### src/rtl/serial_subtractor_pkg.sv
// Shared types and constants for the bit-serial subtractor.
package serial_subtractor_pkg;

  localparam int SUB_WIDTH_DEFAULT = 8;

  typedef enum logic [1:0] {
    IDLE = 2'd0,
    RUN  = 2'd1,
    DONE = 2'd2
  } state_t;

endpackage

### src/rtl/serial_subtractor_if.sv
// Operand and result handshakes of the serial subtractor.
interface serial_subtractor_if
  import serial_subtractor_pkg::*;
#(
  parameter int WIDTH = SUB_WIDTH_DEFAULT
);

  logic             in_valid;
  logic             in_ready;
  logic [WIDTH-1:0] a;
  logic [WIDTH-1:0] b;
  logic             out_valid;
  logic             out_ready;
  logic [WIDTH-1:0] diff;
  logic             borrow_out;
  logic             busy;

  modport master (
    output in_valid, a, b, out_ready,
    input  in_ready, out_valid, diff, borrow_out, busy
  );

  modport slave (
    input  in_valid, a, b, out_ready,
    output in_ready, out_valid, diff, borrow_out, busy
  );

endinterface

### src/rtl/full_subtractor.sv
// One-bit full subtractor cell: d = a - b - bin, bout is the borrow out.
module full_subtractor (
  input  logic a,
  input  logic b,
  input  logic bin,
  output logic d,
  output logic bout
);

  assign d    = a ^ b ^ bin;
  assign bout = (~a & b) | (~(a ^ b) & bin);

endmodule

### src/rtl/serial_subtractor.sv
// Bit-serial unsigned subtractor: one full-subtractor step per clock, LSB first,
// behind valid/ready handshakes on operands and result.
module serial_subtractor
  import serial_subtractor_pkg::*;
#(
  parameter int WIDTH = SUB_WIDTH_DEFAULT
) (
  input  logic               clk,
  input  logic               rst_n,
  serial_subtractor_if.slave s_if
);

  localparam int               CNT_W    = $clog2(WIDTH) + 1;
  localparam logic [CNT_W-1:0] CNT_LAST = CNT_W'(WIDTH - 1);

  state_t           r_state;
  // Minuend bits leave from the bottom while difference bits enter at the top,
  // so after WIDTH steps this register holds the result.
  logic [WIDTH-1:0] r_a;
  logic [WIDTH-1:0] r_b;
  logic             r_bin;
  logic [CNT_W-1:0] r_cnt;
  logic [WIDTH-1:0] r_diff;
  logic             r_borrow_out;
  logic             r_in_ready;
  logic             r_out_valid;
  logic             r_busy;

  logic             w_d;
  logic             w_bout;
  logic [WIDTH-1:0] w_a_next;

  full_subtractor u_fs (
    .a    (r_a[0]),
    .b    (r_b[0]),
    .bin  (r_bin),
    .d    (w_d),
    .bout (w_bout)
  );

  generate
    if (WIDTH == 1) begin : g_w1
      assign w_a_next = w_d;
    end else begin : g_wn
      assign w_a_next = {w_d, r_a[WIDTH-1:1]};
    end
  endgenerate

  // Control FSM and datapath registers; every output is driven straight from a flop.
  always_ff @(posedge clk or negedge rst_n) begin
    if (!rst_n) begin
      r_state      <= IDLE;
      r_a          <= '0;
      r_b          <= '0;
      r_bin        <= 1'b0;
      r_cnt        <= '0;
      r_diff       <= '0;
      r_borrow_out <= 1'b0;
      r_in_ready   <= 1'b1;
      r_out_valid  <= 1'b0;
      r_busy       <= 1'b0;
    end else begin
      case (r_state)
        IDLE: begin
          if (s_if.in_valid) begin
            r_a        <= s_if.a;
            r_b        <= s_if.b;
            r_bin      <= 1'b0;
            r_cnt      <= '0;
            r_in_ready <= 1'b0;
            r_busy     <= 1'b1;
            r_state    <= RUN;
          end
        end
        RUN: begin
          r_a   <= w_a_next;
          r_b   <= r_b >> 1'b1;
          r_bin <= w_bout;
          r_cnt <= r_cnt + CNT_W'(1);
          if (r_cnt == CNT_LAST) begin
            r_diff       <= w_a_next;
            r_borrow_out <= w_bout;
            r_out_valid  <= 1'b1;
            r_state      <= DONE;
          end
        end
        DONE: begin
          if (s_if.out_ready) begin
            r_out_valid <= 1'b0;
            r_in_ready  <= 1'b1;
            r_busy      <= 1'b0;
            r_state     <= IDLE;
          end
        end
        default: begin
          r_out_valid <= 1'b0;
          r_in_ready  <= 1'b1;
          r_busy      <= 1'b0;
          r_state     <= IDLE;
        end
      endcase
    end
  end

  assign s_if.in_ready   = r_in_ready;
  assign s_if.out_valid  = r_out_valid;
  assign s_if.diff       = r_diff;
  assign s_if.borrow_out = r_borrow_out;
  assign s_if.busy       = r_busy;

endmodule

### src/flat_wrapper.sv
// flat-port wrapper written by rule: the top's interface ports become plain ports
module serial_subtractor_flat import serial_subtractor_pkg::*;
#(
  parameter int WIDTH = SUB_WIDTH_DEFAULT
)
  (clk, rst_n, s_if_in_valid, s_if_a, s_if_b, s_if_out_ready, s_if_in_ready, s_if_out_valid, s_if_diff, s_if_borrow_out, s_if_busy);
  serial_subtractor_if #(.WIDTH(WIDTH)) s_if_i ();
  input  logic clk;
  input  logic rst_n;
  input wire logic [$bits(s_if_i.in_valid)-1:0] s_if_in_valid;
  input wire logic [$bits(s_if_i.a)-1:0] s_if_a;
  input wire logic [$bits(s_if_i.b)-1:0] s_if_b;
  input wire logic [$bits(s_if_i.out_ready)-1:0] s_if_out_ready;
  output wire logic [$bits(s_if_i.in_ready)-1:0] s_if_in_ready;
  output wire logic [$bits(s_if_i.out_valid)-1:0] s_if_out_valid;
  output wire logic [$bits(s_if_i.diff)-1:0] s_if_diff;
  output wire logic [$bits(s_if_i.borrow_out)-1:0] s_if_borrow_out;
  output wire logic [$bits(s_if_i.busy)-1:0] s_if_busy;
  assign s_if_i.in_valid = s_if_in_valid;
  assign s_if_i.a = s_if_a;
  assign s_if_i.b = s_if_b;
  assign s_if_i.out_ready = s_if_out_ready;
  assign s_if_in_ready = s_if_i.in_ready;
  assign s_if_out_valid = s_if_i.out_valid;
  assign s_if_diff = s_if_i.diff;
  assign s_if_borrow_out = s_if_i.borrow_out;
  assign s_if_busy = s_if_i.busy;
  serial_subtractor #(.WIDTH(WIDTH)) u_core (.clk(clk), .rst_n(rst_n), .s_if(s_if_i));
endmodule
### config.mk
export PLATFORM = sky130hd
export DESIGN_NAME = serial_subtractor_flat
export DESIGN_NICKNAME = d
export VERILOG_FILES = /design/src/rtl/serial_subtractor_pkg.sv /design/src/rtl/serial_subtractor_if.sv /design/src/rtl/full_subtractor.sv /design/src/rtl/serial_subtractor.sv /design/src/flat_wrapper.sv
export SDC_FILE = /design/constraint.sdc
export NUM_CORES = 1
export LEC_CHECK = 0
export ABC_AREA = 1
export ABC_CLOCK_PERIOD_IN_PS = 3500
export CAP_MARGIN = 10
export CELL_PAD_IN_SITES_DETAIL_PLACEMENT = 0
export CELL_PAD_IN_SITES_GLOBAL_PLACEMENT = 2
export CORE_MARGIN = 1.5
export CORE_UTILIZATION = 30
export DETAILED_ROUTE_END_ITERATION = 10
export GPL_ROUTABILITY_DRIVEN = 0
export PLACE_DENSITY = 0.84
export SETUP_SLACK_MARGIN = 0.02
export SLEW_MARGIN = 0
export SYNTH_ARGS = -nofsm -noshare
export SYNTH_HDL_FRONTEND = slang
export SYNTH_SLANG_ARGS = --single-unit
### constraint.sdc
create_clock -name clk -period 3.5 [get_ports clk]
set_clock_uncertainty 0.1 [all_clocks]
set_input_delay 0.525 -clock clk [delete_from_list [all_inputs] [get_ports clk]]
set_output_delay 0.525 -clock clk [all_outputs]
set_load 0.05 [all_outputs]
==> metrics.log, run 1 <==
INFO  metric timing.final.crit_period = 2.22 ns
INFO  metric die_area = 5660 um^2
INFO  metric count_of_instances_resized_after_the_clock_tree_is_built = 0
INFO  metric first_global_vias = 1157
INFO  metric utilization = 39.5%
INFO  metric critical_path.max_stage_delay = 0.79 ns
INFO  metric max_cap_viol_count = 0
INFO  metric cts.root.buffer_cell = sky130_fd_sc_hd__clkbuf_8
INFO  metric cts_made_buffers = 5
INFO  metric run_status = completed
INFO  metric critical_path.startpoint_type = register
INFO  metric synth-seq-cells = 35
INFO  metric critical_path_peak_fanout = 2
INFO  metric mostFrequentLayoutCells = sky130_fd_sc_hd__nand2_1, sky130_fd_sc_hd__nand3_1, sky130_fd_sc_hd__dfrtp_1
INFO  metric post_synth_edffs = 0
INFO  metric crit_path_end_kind = output pin
INFO  metric cp_top_family = buffers and inverters
INFO  metric final_layout_size_suffix_gt1_share = between 7 and 8%
INFO  metric flow.area_growth_from_synthesis = 28.1%
INFO  metric grt_start_max_net_pins = 36
INFO  metric place.detailed.hpwl = 2130 um
INFO  metric dp_cells = 277
INFO  metric drt.antenna.violating_nets = 0
INFO  metric hold_depth = 2
INFO  metric routedWlPerCell = 11.5 um
INFO  metric required = ~2.9 ns
INFO  metric dieWidth = 75.2 um
INFO  metric dominantRegCellSynth = sky130_fd_sc_hd__dfrtp_1
INFO  metric placement_rows = 26
INFO  metric tritoncts = yes
INFO  metric ff2ff_path_depth = 5
INFO  metric synth_sequential_area_ratio = 56.0%
INFO  metric yosysWarningCount = 0
INFO  metric netlist-cell-type-count = 22
INFO  metric post_drt_via_cell_ratio = 4.39
INFO  metric vdd.ir_drop.worst = 0.329 mV
INFO  metric postPlaceCellArea = around 1900 um^2
INFO  metric initialDrtViolationCount = 83
INFO  metric remaining_drc_errors = 0
INFO  metric synth.cell_area = 1570 um^2
INFO  metric report.final.slew_viol_count = 0
INFO  metric num_io_pins = 32
INFO  metric vias = 1252
INFO  metric numPortBuffers = 31
INFO  metric worst_setup_hold_path_clk_slew = 0.07 ns
INFO  metric num_antenna_cells = 0
INFO  metric tcrit_tclk_final = 63.6%
INFO  metric drt_total_wl = 3290 um
INFO  metric criticalPathCategory = register to output pin
INFO  metric holdBufCountCts = 0
INFO  metric r2r-end = u_core.s_if.diff[3]$_DFFE_PN0P_
INFO  metric synth_area_per_cell = 8.55 um^2
INFO  metric timing_worst_slew_pin_value = 0.505 ns
INFO  metric design.core.area = ~5100 um^2
INFO  metric holdCritPathClass = register to register
INFO  metric h-tree-depth = 2
INFO  metric ff2ff_setup_slack = 1.50 ns
INFO  metric final-hold-violation-count = 0
INFO  metric fmax = 449 MHz
INFO  metric finalPower = 1800 uW
INFO  metric timing.slew.headroom = 66.2%
INFO  metric lkg_pwr = 0.000960 uW
INFO  metric num-nets-final = approximately 240
INFO  metric final_common_cell = sky130_fd_sc_hd__nand2_1
INFO  metric slowest_stage = sky130_fd_sc_hd__clkdlybuf4s50_1
INFO  metric fin_setup_tns = 0 ns
INFO  metric stdcell_count = approximately 290
INFO  metric floorplan.die.height = 75.2 um
INFO  metric report.final.setup_viol = 0
INFO  metric floorplan.initialDensity = 30.8%
INFO  metric hold_ep = u_core.s_if.in_ready$_DFFE_PN1P_
INFO  metric grt_first_pass_wirelength = 5530 um
INFO  metric numClockSinks = 35
INFO  metric drtPass1Iterations = 4
INFO  metric grt_setup_unrepaired = false
INFO  metric worst_setup_path_startpoint = u_core.s_if.in_ready$_DFFE_PN1P_
INFO  metric postCtsSetupBuffers = 0
INFO  metric worstHoldStart = u_core.s_if.in_ready$_DFFE_PN1P_
INFO  metric clk-insertion-delay-late = ~0.28 ns
INFO  metric gr-total-overflow = 0
INFO  metric ctsLongestPathBuffers = 2
INFO  metric grtUsageTotal = 13.2%
INFO  metric post-route-cell-area = roughly 2000 um^2
INFO  metric critical_path.n_buffers_inverters = 1
INFO  metric p_per_area = 898 nW/um^2
INFO  metric synthesis.instances = 183
INFO  metric syn-num-nets = roughly 210
INFO  metric critical_path.cell_chain = clkdlybuf4s50_1
INFO  metric worstReg2RegStart = u_core.r_state[0]$_DFFE_PN0P_
INFO  metric antenna_found_initial = 0
INFO  metric crit_path_dat = 1.60 ns
INFO  metric synthArstFlopShare = 100%
power breakdown:
| group | internal [uW] | switching (uW) | leakage, uW |
|---|---|---|---|
| sequential | 584 | 120 | 0.000442 |
| clock | 139 | 141 | 0.0000412 |
| combinational | 281 | 535 | 0.000477 |
| total | 1000 | 795 | 0.000960 |
logic make-up (layout without fill, tap and decap cells):
logic type,Yosys count,in the layout,synth area share (%)
AO/OA/AOI/OAI,7,7,2.72
adder cells (fa/ha/maj),2,2,2.08
buffers and inverters,20,52,6.15
flip-flops,35,35,56.0
AND/OR/NAND/NOR,119,119,33.0
area by class of cell:
type                            count  area, um^2
Fill cell                         542        3070
Multi-Input combinational cell    128         592
Clock inverter                      2        12.5
Inverter                           12        45.0
Tap cell                           70        87.6
Sequential cell                    35         877
Timing Repair Buffer               32         318
Clock buffer                        6        72.6
synth_stat cells (2+ instances only):
master                    count  area (um^2)
sky130_fd_sc_hd__nand2_1     73          274
sky130_fd_sc_hd__nand3_1     37          185
sky130_fd_sc_hd__dfrtp_1     34          851
sky130_fd_sc_hd__inv_1       10         37.5
sky130_fd_sc_hd__buf_2        5         25.0
sky130_fd_sc_hd__nor2_1       3         11.3
sky130_fd_sc_hd__a21oi_1      2         10.0
sky130_fd_sc_hd__buf_6        2         22.5
sky130_fd_sc_hd__inv_2        2         7.51
sky130_fd_sc_hd__nand2_2      2         12.5
sky130_fd_sc_hd__o21ai_0      2         10.0
registers in the layout, summed over array words and instances, names as in the netlist:
name,flops
u_core.r_a,8
u_core.r_b,8
u_core.r_bin,1
u_core.r_cnt,4
u_core.r_state,2
u_core.s_if.borrow_out,1
u_core.s_if.busy,1
u_core.s_if.diff,8
u_core.s_if.in_ready,1
u_core.s_if.out_valid,1
worst max path at each step:
stage                                         end  slack, ns  depth (start not counted)
floorplan                           s_if_in_ready       2.21                          0
global placement    u_core.r_state[0]$_DFFE_PN0P_       1.36                          5
detailed placement  u_core.r_state[0]$_DFFE_PN0P_       1.37                          5
CTS                                 s_if_in_ready       1.26                          1
global route                        s_if_in_ready       1.24                          1
finish                              s_if_in_ready       1.28                          1
stage by stage:
stage	hold WS, ns	setup WS [ns]
after floorplan	0.129	2.21
after global placement	0.347	1.36
final	0.360	1.28
after CTS	0.364	1.26
after detailed placement	0.353	1.37
after global routing	0.386	1.24
per-layer routing:
| layer | vias to the layer above | track usage [%] | wire, um |
|---|---|---|---|
| met5 | - | 0 | 0 |
| met1 | 575 | 18.3 | 1630 |
| met2 | 32 | 20.6 | 1480 |
| met3 | 2 | 3.35 | 157 |
| li1 | 643 | - | - |
| met4 | 0 | 3.57 | 21 |
No activity file was read; power rests on OpenSTA's default activity.
==> run 2, diff against run 1 <==
ABC_CLOCK_PERIOD_IN_PS = 2100   (was 3500)
CORE_UTILIZATION = 29   (was 30)
PLACE_DENSITY = 0.82   (was 0.84)
clock period = 2.1 ns   (was 3.5 ns; I/O delays follow)
==> metrics.log, run 2 (synthesis results as in run 1) <==
INFO  metric run_status = completed
INFO  metric holdBufCountCts = 0
INFO  metric timing.slew.headroom = 66.8%
INFO  metric clk-insertion-delay-late = 0.28 ns
INFO  metric count_of_instances_resized_after_the_clock_tree_is_built = 0
INFO  metric fmax = approximately 540 MHz
INFO  metric critical_path.cell_chain = clkdlybuf4s50_1
INFO  metric final.hold.worst_slack = between 0.3 and 0.4 ns
INFO  metric grtUsageTotal = 13.1%
INFO  metric remaining_drc_errors = 0
INFO  metric cp_top_family = buffers and inverters
INFO  metric final-hold-violation-count = 0
INFO  metric numPortBuffers = 31
INFO  metric cts_made_buffers = 5
INFO  metric crit_path_end_kind = output pin
INFO  metric criticalPathCategory = register to output pin
INFO  metric p_per_area = 1500 nW/um^2
INFO  metric drtPass1Iterations = 4
INFO  metric tcrit_tclk_final = 88.5%
INFO  metric floorplan.initialDensity = 30.5%
INFO  metric critical_path.max_stage_delay = 0.81 ns
INFO  metric vdd.ir_drop.worst = roughly 0.55 mV
INFO  metric timing.final.crit_period = between 1.5 and 2 ns
INFO  metric timing_worst_slew_pin_value = 0.496 ns
INFO  metric critical_path.startpoint_type = register
INFO  metric vias = between 1000 and 1500
INFO  metric grt_start_max_net_pins = 36
INFO  metric numClockSinks = 35
INFO  metric routedWlPerCell = 11.7 um
INFO  metric floorplan.die.height = 76.5 um
INFO  metric tritoncts = yes
INFO  metric lkg_pwr = 0.000977 uW
INFO  metric final_common_cell = sky130_fd_sc_hd__nand2_1
INFO  metric h-tree-depth = 2
INFO  metric required = between 1.5 and 2 ns
INFO  metric report.final.setup_viol = 0
INFO  metric critical_path_peak_fanout = 2
INFO  metric initialDrtViolationCount = 52
INFO  metric number_of_fill_cells = 575
INFO  metric ff2ff_setup_slack = between 0.5 and 0.6 ns
INFO  metric ctsLongestPathBuffers = 2
INFO  metric design.core.area = 5140 um^2
INFO  metric final_layout_size_suffix_gt1_share = 9.17%
INFO  metric drt_total_wl = 3370 um
INFO  metric placement_rows = 26
INFO  metric first_global_vias = 1234
INFO  metric max_cap_viol_count = 0
INFO  metric num_antenna_cells = 0
INFO  metric grt_first_pass_wirelength = 5870 um
INFO  metric flow.area_growth_from_synthesis = 29.1%
INFO  metric antenna_found_initial = 0
INFO  metric num-nets-final = 239
INFO  metric place.detailed.hpwl = 2200 um
INFO  metric stdcell_count = 288
INFO  metric gr-total-overflow = 0
INFO  metric report.final.slew_viol_count = 0
INFO  metric slowest_stage = sky130_fd_sc_hd__clkdlybuf4s50_1
INFO  metric drt.antenna.violating_nets = 0
INFO  metric cts.root.buffer_cell = sky130_fd_sc_hd__clkbuf_8
INFO  metric holdCritPathClass = input port to asynchronous set/reset pin
INFO  metric worst_setup_hold_path_clk_slew = 0.07 ns
INFO  metric dieWidth = 76.5 um
INFO  metric crit_path_dat = 1.44 ns
INFO  metric die_area = around 5800 um^2
INFO  metric critical_path.n_buffers_inverters = 1
INFO  metric dp_cells = 280
INFO  metric grt_setup_unrepaired = false
INFO  metric mostFrequentLayoutCells = sky130_fd_sc_hd__nand2_1, sky130_fd_sc_hd__nand3_1, sky130_fd_sc_hd__dfrtp_1
INFO  metric postCtsSetupBuffers = 0
INFO  metric post_drt_via_cell_ratio = 4.42
INFO  metric num_io_pins = 32
INFO  metric fin_setup_tns = 0 ns
## run 2: changes by cell type in the layout (fill, tap and decap cells not counted)
| cell | before | now |
|---|---|---|
| sky130_fd_sc_hd__buf_4 | 1 | 5 |
| sky130_fd_sc_hd__clkbuf_1 | 1 | 2 |
| sky130_fd_sc_hd__clkdlybuf4s50_1 | 31 | 30 |
| sky130_fd_sc_hd__clkinvlp_4 | 1 | 0 |
## run 2: power breakdown
group          internal (uW)  switching [uW]
registers                974             200
clock network            233             232
logic                    497             895
total                   1700            1330
## run 2: layout make-up
class / count / area, um^2 / share of cell area [%]
Inverter: 12 / 45.0 / 2.23
Tap cell: 70 / 87.6 / 4.33
Sequential cell: 35 / 877 / 43.4
Clock buffer: 7 / 76.3 / 3.78
Multi-Input combinational cell: 128 / 592 / 29.3
Clock inverter: 1 / 5.00 / 0.248
Timing Repair Buffer: 35 / 338 / 16.7
## run 2: worst paths after layout
path | startpoint | to | cells after the start
max in group asynchronous | rst_n | u_core.s_if.in_ready$_DFFE_PN1P_ | 2
hold reg to reg | u_core.s_if.in_ready$_DFFE_PN1P_ | u_core.s_if.in_ready$_DFFE_PN1P_ | 2
setup reg to reg | u_core.r_cnt[0]$_DFFE_PN0P_ | u_core.s_if.diff[2]$_DFFE_PN0P_ | 6
min in group clk | u_core.s_if.in_ready$_DFFE_PN1P_ | u_core.s_if.in_ready$_DFFE_PN1P_ | 2
hold / removal | rst_n | u_core.s_if.diff[4]$_DFFE_PN0P_ | 2
setup / recovery | u_core.s_if.borrow_out$_DFFE_PN0P_ | s_if_borrow_out | 1
## run 2: per-layer routing
metal	GRT usage [%]	vias to the layer above	share of wire [%]
li1	-	650	-
met4	7.22	0	1.4
met3	3.47	4	3.9
met5	0	-	0
met1	16.6	593	47
met2	20.2	27	47
## run 2: per-stage QoR
| step | area [um^2] | setup WS [ns] | utilization (%) | power (uW) |
|---|---|---|---|---|
| after floorplan | 1570 | 0.816 | - | 2190 |
| after global placement | 1940 | 0.489 | 37.7 | 2590 |
| after detailed placement | 1940 | 0.468 | 37.7 | 2600 |
| after CTS | 2020 | 0.227 | 39.3 | 3080 |
| after global routing | 2020 | 0.198 | 39.3 | 3300 |
| final | 2020 | 0.241 | 39.3 | 3030 |
==> run 3, diff against run 2 <==
CORE_UTILIZATION = 30   (was 29)
PLACE_DENSITY = 0.84   (was 0.82)
SYNTH_HIERARCHICAL = 1   (was not set)
==> metrics.log, run 3 <==
INFO  metric run_status = completed
INFO  metric critical_path.max_stage_delay = 0.80 ns
INFO  metric crit_path_dat = around 1.4 ns
INFO  metric post_synth_fa_ha_maj_area_fraction = 2.08%
INFO  metric ff2ff_setup_slack = between 0.6 and 0.7 ns
INFO  metric seq_power_share = 40.0%
INFO  metric h-tree-depth = 2
INFO  metric design.core.area = 5070 um^2
INFO  metric grt_first_pass_wirelength = about 5900 um
INFO  metric remaining_drc_errors = 0
INFO  metric xor_xnor_fraction_of_synth_area = less than 1%
INFO  metric report.final.setup_viol = 0
INFO  metric leading_cell_types_by_count_after_synthesis = sky130_fd_sc_hd__nand2_1, sky130_fd_sc_hd__nand3_1, sky130_fd_sc_hd__dfrtp_1
INFO  metric routedWlPerCell = 12.2 um
INFO  metric drtPass1Iterations = 4
INFO  metric r2r-end = u_core/s_if.diff[1]$_DFFE_PN0P_
INFO  metric timing.final.crit_period = 1.86 ns
INFO  metric synth_largest_type_area_fraction = 54.3%
INFO  metric p_per_area = 1450 nW/um^2
INFO  metric initialDrtViolationCount = 59
INFO  metric holdCritPathClass = input port to asynchronous set/reset pin
INFO  metric vias = 1276
INFO  metric utilization = 39.7%
INFO  metric critical_path_peak_fanout = 2
INFO  metric vdd.ir_drop.worst = 0.452 mV
INFO  metric tritoncts = yes
INFO  metric antenna_found_initial = 0
INFO  metric global_route.usage.met3 = between 3 and 4%
INFO  metric worstReg2RegStart = u_core/r_cnt[0]$_DFFE_PN0P_
INFO  metric dp_cells = 276
INFO  metric timing.slew.headroom = 67.2%
INFO  metric grt_start_max_net_pins = 36
INFO  metric slowest_stage = sky130_fd_sc_hd__clkdlybuf4s50_1
INFO  metric yosys.cell_count.top_type = sky130_fd_sc_hd__nand2_1
INFO  metric grtUsageTotal = between 10% and 20%
INFO  metric critical_path.cell_chain = clkdlybuf4s50_1
INFO  metric basic_gate_share_of_the_synthesized_area_counting_and_or_nand_and_nor_cells = 34.7%
INFO  metric floorplan.initialDensity = 30.9%
INFO  metric grt_util_met2 = between 20% and 30%
INFO  metric gr-total-overflow = 0
INFO  metric cts.root.buffer_cell = sky130_fd_sc_hd__clkbuf_8
INFO  metric synth_sequential_area_ratio = 56.0%
INFO  metric netlist-cell-type-count = 18
INFO  metric timing_worst_slew_pin_value = 0.491 ns
INFO  metric finalWorstSetupSlack = about 0.24 ns
INFO  metric clock_power_share = 15.9%
INFO  metric dominantRegCellSynth = sky130_fd_sc_hd__dfrtp_1
INFO  metric synthMuxAreaShare = 0%
INFO  metric stdcell_count = around 280
INFO  metric report.final.slew_viol_count = 0
INFO  metric cts_made_buffers = 5
INFO  metric postCtsSetupBuffers = 0
INFO  metric final_layout_size_suffix_gt1_share = under 10%
INFO  metric criticalPathCategory = register to output pin
INFO  metric final-hold-violation-count = 0
INFO  metric finalPower = a little under 3000 uW
INFO  metric floorplan.die.height = 75.3 um
INFO  metric synth_area_per_cell = just under 9 um^2
INFO  metric synthArstFlopShare = between 90% and 100%
INFO  metric max_cap_viol_count = 0
INFO  metric drt.antenna.violating_nets = 0
INFO  metric critical_path.startpoint_type = register
INFO  metric synth_top_family_by_area = simple AND/OR/NAND/NOR gates
INFO  metric first_global_vias = 1265
INFO  metric switching_share = roughly 43%
INFO  metric grt_setup_unrepaired = false
INFO  metric count_of_instances_resized_after_the_clock_tree_is_built = 0
INFO  metric synthesis.instances = 180
INFO  metric lkg_pwr = 0.000950 uW
INFO  metric fmax = 539 MHz
INFO  metric placement_rows = 26
INFO  metric yosysWarningCount = 6
INFO  metric required = 1.68 ns
INFO  metric holdBufCountCts = 0
INFO  metric num-nets-final = about 240
INFO  metric drt_total_wl = 3460 um
INFO  metric fin_setup_tns = 0 ns
INFO  metric synth.area.top_cells = sky130_fd_sc_hd__dfrtp_1, sky130_fd_sc_hd__nand2_1, sky130_fd_sc_hd__nand3_1, sky130_fd_sc_hd__buf_2, sky130_fd_sc_hd__dfstp_2
INFO  metric ctsLongestPathBuffers = 2
INFO  metric ff2ff_path_depth = 6
INFO  metric place_ws = 0.476 ns
INFO  metric num_antenna_cells = 0
INFO  metric groute.layer.met1.usage = 18.3%
INFO  metric most_crowded_layer_after_global_routing = met2
INFO  metric mostFrequentLayoutCells = sky130_fd_sc_hd__nand2_1, sky130_fd_sc_hd__nand3_1, sky130_fd_sc_hd__dfrtp_1
INFO  metric cp_top_family = buffers and inverters
INFO  metric power.net_switching = 1270 uW
INFO  metric clk-insertion-delay-late = 0.28 ns
INFO  metric synth_compound_area_share = ~1.3%
INFO  metric final_common_cell = sky130_fd_sc_hd__nand2_1
INFO  metric tcrit_tclk_final = 88.4%
INFO  metric yosys.area.top_type = sky130_fd_sc_hd__dfrtp_1
INFO  metric num_io_pins = 32
INFO  metric post_drt_via_cell_ratio = around 4.5
INFO  metric worst_setup_hold_path_clk_slew = 0.07 ns
INFO  metric comb_power_share = between 40% and 50%
INFO  metric syn-num-nets = 202
INFO  metric dieWidth = 75.3 um
INFO  metric synth-seq-cells = 35
INFO  metric die_area = about 5700 um^2
INFO  metric critical_path.n_buffers_inverters = 1
INFO  metric numPortBuffers = 31
INFO  metric numClockSinks = 35
INFO  metric flow.area_growth_from_synthesis = 28.5%
INFO  metric internal-power = 1650 uW
INFO  metric crit_path_end_kind = output pin
INFO  metric synth.cell_area = 1570 um^2
INFO  metric post_synth_edffs = 0
INFO  metric place.detailed.hpwl = about 2200 um
==> run 3: cell count changes after synthesis, moves of 2 or more <==
cell,before,now
sky130_fd_sc_hd__a21oi_1,2,0
sky130_fd_sc_hd__nand3_1,37,40
sky130_fd_sc_hd__inv_1,10,5
sky130_fd_sc_hd__o21ai_0,2,4
sky130_fd_sc_hd__nand2_1,73,71
sky130_fd_sc_hd__nor2_1,3,5
==> run 3: power by group through the flow <==
stage | clock, uW | combinational, uW | sequential [uW]
after CTS | 495 | 1310 | 1170
after global placement | 0 | 1310 | 1180
final | 464 | 1290 | 1170
after floorplan | 0 | 650 | 1460
after global routing | 518 | 1460 | 1220
after detailed placement | 0 | 1310 | 1180
==> run 3: logic make-up after synthesis <==
group	after synthesis
DFF	35
buffers and inverters	15
adders and majority gates	2
AOI/OAI and AO/OA	4
and+or+nand+nor	123
xor gates and xnor gates	1
==> run 3: worst max-delay path by stage <==
stage | from | end | slack (ns) | depth (start not counted)
global placement | s_if_in_valid | u_core/r_b[5]$_DFFE_PN0P_ | 0.47 | 5
CTS | u_core/s_if.diff[7]$_DFFE_PN0P_ | s_if_diff[7] | 0.23 | 1
detailed placement | s_if_in_valid | u_core/r_state[0]$_DFFE_PN0P_ | 0.48 | 5
floorplan | u_core/r_cnt[0]$_DFFE_PN0P_ | u_core/s_if.diff[0]$_DFFE_PN0P_ | 0.81 | 7
global route | u_core/s_if.diff[7]$_DFFE_PN0P_ | s_if_diff[7] | 0.19 | 1
finish | u_core/s_if.diff[7]$_DFFE_PN0P_ | s_if_diff[7] | 0.24 | 1
==> run 3: layer usage <==
metal / wire length [um] / up-vias
met2: 1640 / 20
met4: 24 / 0
met5: 0 / -
met1: 1690 / 610
met3: 96 / 2
li1: - / 644
==> run 3: cell type report <==
type,instances,area [um^2]
fill,561,3060
sequential,35,877
multi-input combinational,130,606
timing repair buffer,34,330
tap,70,87.6
clock buffer,7,76.3
inverter,7,31.3
clock inverter,1,5.00
==> run 3: through the flow <==
| step | hold slack, ns | cell area, um^2 |
|---|---|---|
| finish | 0.358 | 2010 |
| detailed placement | 0.363 | 1930 |
| CTS | 0.370 | 2010 |
| global placement | 0.363 | 1930 |
| global route | 0.395 | 2010 |
| floorplan | -0.0806 | 1570 |
